`src/rtl/frame_strobe_sequencer.sv`:
```
// Configuration frame sequencer: decodes header/data word pairs from a stream and
// writes one frame per pair into the column latches with setup, strobe and hold cycles.
module frame_strobe_sequencer #(
    parameter int          MaxFramesPerCol = 20,
    parameter int          FrameBitsPerRow = 32,
    parameter int          StrobeCycles    = 2,
    parameter logic [15:0] SyncMarker      = 16'hFAB0
) (
    input  logic                       CLK,
    input  logic                       resetn,
    input  logic [FrameBitsPerRow-1:0] s_data,
    input  logic                       s_valid,
    output logic                       s_ready,
    input  logic                       err_clear,
    output logic [FrameBitsPerRow-1:0] FrameData,
    output logic [MaxFramesPerCol-1:0] FrameStrobe,
    output logic                       busy,
    output logic                       err_hdr,
    output logic                       err_idx,
    output logic [15:0]                frames_written
);

    localparam logic [7:0]                 IDX_LIMIT   = 8'(MaxFramesPerCol);
    localparam logic [3:0]                 STROBE_LAST = 4'(StrobeCycles - 1);
    localparam logic [MaxFramesPerCol-1:0] STROBE_ONE  = {{(MaxFramesPerCol-1){1'b0}}, 1'b1};

    typedef enum logic [2:0] {
        ST_IDLE      = 3'd0,
        ST_WAIT_DATA = 3'd1,
        ST_SETUP     = 3'd2,
        ST_STROBE    = 3'd3,
        ST_HOLD      = 3'd4
    } state_t;

    state_t                     state_r, state_s;
    logic [7:0]                 idx_r, idx_s;
    logic                       discard_r, discard_s;
    logic [3:0]                 strobe_cnt_r, strobe_cnt_s;
    logic [FrameBitsPerRow-1:0] data_r, data_s;
    logic [MaxFramesPerCol-1:0] strobe_r, strobe_s;
    logic                       ready_r, ready_s;
    logic                       busy_r, busy_s;
    logic                       err_hdr_r, err_hdr_s;
    logic                       err_idx_r, err_idx_s;
    logic [15:0]                frames_r, frames_s;
    logic                       xfer_s;
    logic                       hdr_set_s;
    logic                       idx_set_s;

    // Next-state decode plus next values of every registered output.
    always_comb begin
        state_s      = state_r;
        idx_s        = idx_r;
        discard_s    = discard_r;
        data_s       = data_r;
        strobe_cnt_s = 4'd0;
        hdr_set_s    = 1'b0;
        idx_set_s    = 1'b0;
        xfer_s       = s_valid & ready_r;

        case (state_r)
            ST_IDLE: begin
                if (xfer_s) begin
                    if (s_data[31:16] != SyncMarker) begin
                        hdr_set_s = 1'b1;
                    end else if (s_data[7:0] >= IDX_LIMIT) begin
                        idx_set_s = 1'b1;
                        discard_s = 1'b1;
                        state_s   = ST_WAIT_DATA;
                    end else begin
                        idx_s     = s_data[7:0];
                        discard_s = 1'b0;
                        state_s   = ST_WAIT_DATA;
                    end
                end else begin
                    state_s = ST_IDLE;
                end
            end
            ST_WAIT_DATA: begin
                if (xfer_s) begin
                    if (discard_r) begin
                        discard_s = 1'b0;
                        state_s   = ST_IDLE;
                    end else begin
                        data_s  = s_data;
                        state_s = ST_SETUP;
                    end
                end else begin
                    state_s = ST_WAIT_DATA;
                end
            end
            ST_SETUP: begin
                state_s = ST_STROBE;
            end
            ST_STROBE: begin
                if (strobe_cnt_r == STROBE_LAST) begin
                    state_s = ST_HOLD;
                end else begin
                    strobe_cnt_s = strobe_cnt_r + 4'd1;
                end
            end
            ST_HOLD: begin
                state_s = ST_IDLE;
            end
            default: begin
                state_s   = ST_IDLE;
                discard_s = 1'b0;
            end
        endcase

        // Outputs are registered from the next state so they never glitch.
        ready_s = (state_s == ST_IDLE) || (state_s == ST_WAIT_DATA);
        busy_s  = (state_s != ST_IDLE);

        if (state_s == ST_STROBE) begin
            strobe_s = STROBE_ONE << idx_s;
        end else begin
            strobe_s = {MaxFramesPerCol{1'b0}};
        end

        if (state_s == ST_HOLD) begin
            frames_s = frames_r + 16'd1;
        end else begin
            frames_s = frames_r;
        end

        if (hdr_set_s) begin
            err_hdr_s = 1'b1;
        end else if (err_clear) begin
            err_hdr_s = 1'b0;
        end else begin
            err_hdr_s = err_hdr_r;
        end

        if (idx_set_s) begin
            err_idx_s = 1'b1;
        end else if (err_clear) begin
            err_idx_s = 1'b0;
        end else begin
            err_idx_s = err_idx_r;
        end
    end

    // State and output registers; reset clears every output at once.
    always_ff @(posedge CLK or negedge resetn) begin
        if (!resetn) begin
            state_r      <= ST_IDLE;
            idx_r        <= 8'd0;
            discard_r    <= 1'b0;
            strobe_cnt_r <= 4'd0;
            data_r       <= {FrameBitsPerRow{1'b0}};
            strobe_r     <= {MaxFramesPerCol{1'b0}};
            ready_r      <= 1'b0;
            busy_r       <= 1'b0;
            err_hdr_r    <= 1'b0;
            err_idx_r    <= 1'b0;
            frames_r     <= 16'd0;
        end else begin
            state_r      <= state_s;
            idx_r        <= idx_s;
            discard_r    <= discard_s;
            strobe_cnt_r <= strobe_cnt_s;
            data_r       <= data_s;
            strobe_r     <= strobe_s;
            ready_r      <= ready_s;
            busy_r       <= busy_s;
            err_hdr_r    <= err_hdr_s;
            err_idx_r    <= err_idx_s;
            frames_r     <= frames_s;
        end
    end

    assign s_ready        = ready_r;
    assign FrameData      = data_r;
    assign FrameStrobe    = strobe_r;
    assign busy           = busy_r;
    assign err_hdr        = err_hdr_r;
    assign err_idx        = err_idx_r;
    assign frames_written = frames_r;

endmodule

```
`config.mk`:
```
export PLATFORM = sky130hd
export DESIGN_NAME = frame_strobe_sequencer
export DESIGN_NICKNAME = d
export VERILOG_FILES = /design/src/rtl/frame_strobe_sequencer.sv
export SDC_FILE = /design/constraint.sdc
export NUM_CORES = 1
export LEC_CHECK = 0
export ABC_AREA = 1
export CORE_ASPECT_RATIO = 0.6
export CORE_MARGIN = 2
export CORE_UTILIZATION = 25
export DETAILED_ROUTE_END_ITERATION = 16
export SLEW_MARGIN = 20
export SYNTH_ARGS = -nofsm -noshare
export SYNTH_HDL_FRONTEND = slang
export SYNTH_SLANG_ARGS = --single-unit
```
`constraint.sdc`:
```
create_clock -name CLK -period 2.6 [get_ports CLK]
set_input_delay 0.65 -clock CLK [delete_from_list [all_inputs] [get_ports CLK]]
set_output_delay 0.65 -clock CLK [all_outputs]
set_load 0.02 [all_outputs]
```
==> metrics.cfg <==
[run_status]
status=finished, final reports clean

[floorplan]
fp.dieArea_sq_mm=0.0160
ios=108
fp.dieW_um=162
rows=34
die_height_um=98.9
start_util=0.257
core_sq_mm=0.0146

[worst_setup_path]
crit_type=in2reg
reg2regPathDepth=6
cp_max_fo=8
cp.arrival_ns=2.35
worstSetupStartpointType=primary input
worstPathRequired_ns=2.85
endpoint_kind=register

[final_layout]
final_cell_count_no_fill=719
drive_gt1_frac=0.127
nFillCells=1449
diodes=0
area_delta_synth_final_pct=43.7
layout.nets=555
final_common_cell=nand2_1
fin_area_sq_mm=0.00540
layout_common_cells=115 x nand2_1, 106 x clkdlybuf4s50_1, 88 x dfrtp_1
utilization=0.370

[yosys]
synth_simple_gate_area_share=0.271
syn_area_sq_mm=0.00375
async_reset_ff_frac=1.00
synth-xor-area-share=0.0350
synthesis.nets=437
ys_ff_latch=88
synth_warnings=0
ys_types=30
syn_inst=398
yosysSeqAreaShare=0.586
synth-edff-count=0
synth_ff_type=dfrtp_1
synthAdderAreaFrac=0.0100
synthMuxAreaShare=0
synth_top_family_by_area=simple AND/OR/NAND/NOR gates
avgSynthCellArea_sq_um=9.43
synth_compound_area_frac=0.0420
netlist.area_leader.share=0.586
netlist_top_cells_area=dfrtp_1 59%, nand2_1 11%, nor2_1 4.6%
synth_top_area_cell=dfrtp_1

[sta]
fmax_mhz=476
final.period_utilization=0.807
finalMaxSlewViolations=0
timing.hold.ws_ns=0.299
worst_pin_slew_ns=0.632
rsz0062_at_grt=false
finalSetupViolCount=0
period_minus_slack_ns=2.10
slew_headroom=0.574
setup_ws_ns=0.501
fin_worst_skew_ns=0.00935
hold_viol_final=0
fin_setup_tns_ns=0

[cts]
post-cts-setup-buffer-count=0
cts_tree=built
insertion_delay_ns=0.34
post_cts_resized=0
cts_buffers=9
clk_pin_slew_worst_paths_ns=0.06
clk_path_buf_depth=2
clock_sinks=88
ctsHoldBuffers=0
htreeDepth=3
root_buffer=clkbuf_16

[placement]
dpl_cell_area_sq_mm=0.00509
portBuffers=107
place_ws_ns=0.166
gp_congestion=0.774
dp_hpwl_um=6800
dp_cells=703

[grt]
grt_usage=0.119
grt_pass1_vias=2988
grt-ovfl-total=0
grt_pass1_wl_um=15000
antenna_found_initial=0
grt_max_degree=46

[drt]
dr.first_iter.drc_count=182
route.detailed.drc=0
viasPerCell=4.05
drtPass1Iterations=4
antenna_left=0
drt_wl_total_um=9010
vias=2914
wl_per_cell_um=12.5

[power_and_ir_drop]
power.total_mw=4.76
p_leak_nw=2.49
ir_worst_vdd_mv=0.401
power_density_mw_per_mm2=882

[hold_path]
hp-class=in2async

[flow_run]
max_cap_viol_count=0

==> sequential cells by signal (all words and copies together), names as in the netlist <==
signal and cells:
err_idx 1, busy 1, frames_written 16, FrameData 32, state_r 3, err_hdr 1
strobe_cnt_r 4, idx_r 8, FrameStrobe 20, s_ready 1, discard_r 1
==> logic make-up after synthesis <==
group / after synthesis
adder cells (fa/ha/maj): 3
buffers and inverters: 54
flip-flops: 88
AND/OR/NAND/NOR: 212
XOR/XNOR: 15
AO/OA/AOI/OAI: 26
==> synthesized netlist by cell type (all sizes together), types with 2 or more instances <==
cell and number:
dfrtp 88, inv 47, nor2 60, xnor2 8, ha 3, nand2 122
nand4 3, buf 6, nand3 23, nor3 3, xor2 7, o21ai 20
o22ai 2
==> critical path: stages <==
cell	delay, ns
clkdlybuf4s50_1	0.41
inv_1	0.09
nand2_1	0.06
nor2_1	0.16
nand2_1	0.14
nor2_4	0.15
nand2_4	0.11
o21ai_2	0.25
nand3_2	0.16
nor2_1	0.17
==> final timing paths <==
| kind | end | slack [ns] | startpoint |
|---|---|---|---|
| hold reg to reg | FrameData[15] | 0.47 | FrameData[15] |
| max in group asynchronous | FrameData[10] | 1.61 | resetn |
| hold / removal | FrameData[13] | 0.30 | resetn |
| min in group CLK | FrameData[15] | 0.47 | FrameData[15] |
| setup reg to reg | busy | 0.80 | strobe_cnt_r[1] |
| setup / recovery | FrameStrobe[18] | 0.50 | s_data[7] |
==> report_power, final <==
| part | switching [mW] | leakage, nW | internal [mW] |
|---|---|---|---|
| Sequential | 0.201 | 1.13 | 1.68 |
| Clock | 0.521 | 0.139 | 0.773 |
| Combinational | 0.863 | 1.21 | 0.714 |
==> area by class of cell <==
type | count | area (sq um) | area share
tap | 198 | 248 | 0.0459
clock inverter | 4 | 53.8 | 0.00997
timing repair buffer | 114 | 1120 | 0.208
sequential | 88 | 2200 | 0.408
clock buffer | 12 | 246 | 0.0457
inverter | 47 | 176 | 0.0327
multi-input combinational | 256 | 1350 | 0.250
==> per-layer routing <==
layer / track usage / up-vias / part of all wire / wire, um
met1: 0.161 / 1368 / 0.50 / 4510
met2: 0.185 / 71 / 0.44 / 3950
met3: 0.0358 / 9 / 0.050 / 447
li1: - / 1466 / - / -
met5: 0 / - / 0 / 0
met4: 0.0381 / 0 / 0.012 / 108
Note: power is estimated with default switching activity, not from simulation.
==> variant 1, RTL diff (same settings) <==
The parameter `MaxFramesPerCol` goes from 20 to 30.
--- a/src/rtl/frame_strobe_sequencer.sv
+++ b/src/rtl/frame_strobe_sequencer.sv
@@ -2,5 +2,5 @@
 // writes one frame per pair into the column latches with setup, strobe and hold cycles.
 module frame_strobe_sequencer #(
-    parameter int          MaxFramesPerCol = 20,
+    parameter int          MaxFramesPerCol = 30,
     parameter int          FrameBitsPerRow = 32,
     parameter int          StrobeCycles    = 2,
Ports: changed (resized FrameStrobe); port bits go from 108 to 118. The function was not compared with the original's and may differ.
==> variant 1 against the original RTL <==
Sequential cell count grew 10. Die area increased by 7.2%. Area after synthesis up 7.5%. Design area increased by 8.3%. Routed wire length rose by 8.2%. Critical path depth increased by 2. Setup slack got worse by 0.21 ns. Fmax is 9.2% lower. Critical path type unchanged. Highest routed layer unchanged. Synthesized cell count decreased by 6.5%. Global-route usage is 0.48 points higher.
Power is not compared: it rests on default switching activity, and its combinational part moved more than twofold at a synthesized area within 25%.
==> variant 1: results (changes against the original RTL) <==
INFO  metric grt_pass1_wl = 16600 µm (+11%)
INFO  metric multi_input_area_share = 0.245 (-0.00480)
INFO  metric worst_ep_arrival_time = 2.57 ns (+0.22 ns)
INFO  metric timing.rr.end = FrameStrobe[21]
INFO  metric rrSetupSlack = 0.69 ns (-0.11 ns)
INFO  metric post_route_cells_drive_above_1_share = 0.163 (+0.0364)
INFO  metric vias_per_cell = 4.21 (+3.8%)
INFO  metric synth-compound-area-share = 0.0322 (-0.00974)
INFO  metric grt_pass1_vias = 3303 (+11%)
INFO  metric gr-usage-all-layers = 0.124 (+0.00477)
INFO  metric synth_top_cells_by_count = dfrtp_1, nand2_1, nor2_1
INFO  metric mappedNetlistNets = 411 (-5.9%)
INFO  metric synth.yosys.seq_area_share = 0.608 (+0.0213)
INFO  metric final_net_count = 549 (-1.1%)
INFO  metric buf_share = 0.224 (+0.0158)
INFO  metric run_status = finished, final reports clean
INFO  metric max_stage_delay_on_crit_path = 0.49 ns (+0.08 ns)
INFO  metric share_of_synthesized_cell_area_in_full_adder_half_adder_and_majority_cells = 0.00930 (-0.000694)
INFO  metric final.setup_skew = 0.00785 ns (-0.00150 ns)
INFO  metric placedCellCount = 702 (-0.14%)
INFO  metric post_placement_worst_setup_slack = -0.0861 ns (-0.252 ns)
INFO  metric yosys-top-cells-area = dfrtp_1, mux2_2, nand2_1, nor2_1, inv_1
INFO  metric synth_mux_area_frac = 0.0642 (+0.0642)
INFO  metric fin_worst_hold_slack = 0.307 ns (+0.00765 ns)
INFO  metric maximum_number_of_pins_on_one_net_before_global_route_repair = 58 (+26%)
INFO  metric numClockSinks = 98 (+11%)
INFO  metric layout.clock.cell_area_share = 0.0469 (-0.00876)
INFO  metric grt.met1_usage = 0.162 (+0.000900)
INFO  metric drtPass1Iterations = 5 (+1)
-- variant 1: cell types whose count changed after synthesis, sizes merged, moves of 7 or more --
cell	change
nand3	-7
inv	-15
nand2	-49
nand4	+10
mux2	+23
dfrtp	+10
-- variant 1: how the worst max path moves through the flow --
stage	to	depth (start not counted)	startpoint	slack, ns
floorplan	FrameStrobe[24]	8	s_data[7]	0.73
finish	FrameStrobe[21]	12	s_data[27]	0.29
global route	FrameStrobe[7]	11	s_data[19]	0.13
CTS	FrameStrobe[7]	12	s_data[27]	0.26
detailed placement	FrameStrobe[7]	12	s_data[27]	-0.09
global placement	FrameStrobe[7]	12	s_data[27]	-0.05
-- variant 1: layer usage --
metal	share of wire	vias up
li1	-	1466
met1	0.49	1470
met2	0.45	74
met3	0.053	11
met4	0.0094	0
met5	0	-
-- variant 1: power breakdown --
part,switching [µW],internal (µW),total [µW]
sequential,1.38,1530,1530
clock,563,676,1240
combinational,68.2,68.5,137
==> variant 2, RTL diff (same settings) <==
Made on the original files. Register the output `err_idx` once more, cleared by the reset; this adds one clock of latency there. The other outputs are not delayed to match.
--- a/src/rtl/frame_strobe_sequencer.sv
+++ b/src/rtl/frame_strobe_sequencer.sv
@@ -176,5 +176,11 @@
     assign busy           = busy_r;
     assign err_hdr        = err_hdr_r;
-    assign err_idx        = err_idx_r;
+    always_ff @(posedge CLK or negedge resetn) begin
+        if (!resetn) begin
+            err_idx <= '0;
+        end else begin
+            err_idx <= err_idx_r;
+        end
+    end
     assign frames_written = frames_r;
 
Check against the original RTL: not equivalent (Yosys sat finds a counterexample within 4 cycles, from zero or initial values and one cycle with resetn low).
==> variant 2 against the original RTL <==
Design area grew 0.51%. Register-to-register slack gained 0.04 ns. Sequential cell count grew 1. Area after synthesis grew 0.67%. Setup slack lost 0.045 ns. Total power grew 0.92%. Routed wire length grew 1.9%. Critical endpoint is now FrameStrobe[3]. Largest power group unchanged. Highest routed layer unchanged.
==> variant 2: results (changes against the original RTL) <==
INFO  metric run_status = finished, final reports clean
INFO  metric seq_area_frac = 0.411 (+0.00254)
INFO  metric largest_register_ffs = 32 (unchanged)
INFO  metric async_flop_share = 1.00 (unchanged)
INFO  metric report.final.slew_viol_count = 0 (unchanged)
INFO  metric num-nonclk-inverters = 47 (unchanged)
INFO  metric rrSetupSlack = 0.84 ns (+0.04 ns)
INFO  metric worstMarginPinSlew = 0.545 ns (-0.0865 ns)
INFO  metric cts_made_buffers = 9 (unchanged)
INFO  metric worst_skew_pair.late_latency = 0.34 ns (about the same)
INFO  metric synth.distinct_cells = 30 (unchanged)
INFO  metric grt_antenna_before_repair = 0 (unchanged)
INFO  metric mappedNetlistNets = 438 (+0.23%)
INFO  metric antennaDiodeCount = 0 (unchanged)
INFO  metric layout.clock.cell_area_share = 0.0563 (+0.000640)
INFO  metric worst_ep_arrival_time = 2.41 ns (+0.06 ns)
INFO  metric yosys-top-cells-area = dfrtp_1, nand2_1, nor2_1, inv_1, nor2_4
INFO  metric cts_root_buffer_type = clkbuf_16
INFO  metric gpl.final_weighted_congestion = 0.810 (+4.7%)
INFO  metric buf_share = 0.206 (-0.00152)
INFO  metric grt_pass1_vias = 3125 (+4.6%)
INFO  metric fin_worst_hold_slack = 0.248 ns (-0.0513 ns)
INFO  metric ff2ff_path_depth = 6 (unchanged)
INFO  metric port-buffer-count = 107 (unchanged)
INFO  metric synth.yosys.seq_area_share = 0.589 (+0.00274)
INFO  metric crit_fanout = 8 (unchanged)
INFO  metric cts_htree_levels = 3 (unchanged)
INFO  metric multi_input_area_share = 0.248 (-0.00127)
INFO  metric synth_top_cells_by_count = nand2_1, dfrtp_1, nor2_1
INFO  metric clkbuf_count = 10 (-2)
INFO  metric post_cts.resized_instances = 0 (unchanged)
INFO  metric detailedPlacementHpwl = 6960 µm (+2.2%)
INFO  metric syn-instance-count = 399 (+0.25%)
INFO  metric final.setup_skew = 0.0109 ns (+0.00158 ns)
INFO  metric gr-usage-all-layers = 0.119 (-0.000833)
INFO  metric power.ir.vdd_worst = 0.000383 V (-4.6%)
INFO  metric holdBufCountCts = 0 (unchanged)
INFO  metric clkSlewWorstSetupHoldPaths = 0.06 ns (about the same)
INFO  metric clockBufferDepth = 2 (unchanged)
INFO  metric multi_input_gates = 256 (unchanged)
INFO  metric drtPass1Iterations = 4 (unchanged)
INFO  metric final.signal_buffer_count = 112 (-1.8%)
INFO  metric cts_post_setup_buffers_inserted = 0 (unchanged)
INFO  metric nFillCells = 1475 (+1.8%)
INFO  metric hp-class = in2async
INFO  metric yosys_warnings = 0 (unchanged)
INFO  metric power.leakage = 0.00251 µW (+0.92%)
INFO  metric drt-wirelength-per-cell = 12.8 µm (+2.0%)
INFO  metric grt_pass1_wl = 15100 µm (+0.64%)
INFO  metric detailroute.via_count = 2962 (+1.6%)
INFO  metric drt_iter0_drc = 165 (-9.3%)
INFO  metric post_route_cells_drive_above_1_share = 0.127 (+0.000244)
INFO  metric maximum_number_of_pins_on_one_net_before_global_route_repair = 40 (-13%)
INFO  metric ys_seq_elements = 89 (+1.1%)
INFO  metric final_net_count = 554 (-0.18%)
## variant 2: cell types whose count changed in the layout (fill, tap and decap cells not counted), sizes merged
cell      change
dfrtp         +1
clkinv        +3
inv           +1
buf           -2
clkinvlp      -2
clkbuf        -2
## variant 2: layer usage
metal  vias up  routed length (µm)  track usage
met2        79                4190        0.195
met4         0                 124       0.0381
met3        13                 420       0.0309
li1       1459                   -            -
met1      1411                4450        0.154
met5         -                   0            0
## variant 2: worst paths after layout
kind / end / from
min: FrameData[11] / resetn
max reg2reg: busy / strobe_cnt_r[1]
max: FrameStrobe[3] / s_data[3]
min reg2reg: err_idx / err_idx_r
min in group CLK: err_idx / err_idx_r
max in group asynchronous: strobe_cnt_r[3] / resetn
## variant 2: cells by family after synthesis
logic type | count (synthesis) | share of synthesized area
AND/OR/NAND/NOR | 212 | 0.269
flip-flops | 89 | 0.589
buffers and inverters | 54 | 0.0556
AO/OA/AOI/OAI | 26 | 0.0417
XOR/XNOR | 15 | 0.0348
adder cells (fa/ha/maj) | 3 | 0.00993
## variant 2: report_power, final
part	total, µW	switching, µW	leakage, µW	internal (µW)
Combinational	1570	861	0.00121	713
Sequential	1910	208	0.00115	1700
Clock	1320	544	0.000153	774
Total	4800	1610	0.00251	3190
## variant 2: critical path, stage by stage
cell,delay (ns)
clkdlybuf4s50_1,0.54
o21ai_0,0.24
nand2_1,0.14
nor2_4,0.15
nand2_4,0.11
o21ai_2,0.26
nand3_4,0.16
nor2_1,0.16
## variant 2: metrics by stage
stage,std cells,worst slack (ns),area (µm²),utilization
2_1_floorplan,399,0.886,3780,-
3_3_place_gp,702,0.200,5120,0.350
3_5_place_dp,702,0.111,5120,0.350
4_1_cts,718,0.451,5420,0.371
5_1_grt,718,0.313,5420,0.371
6_report,718,0.456,5420,0.371
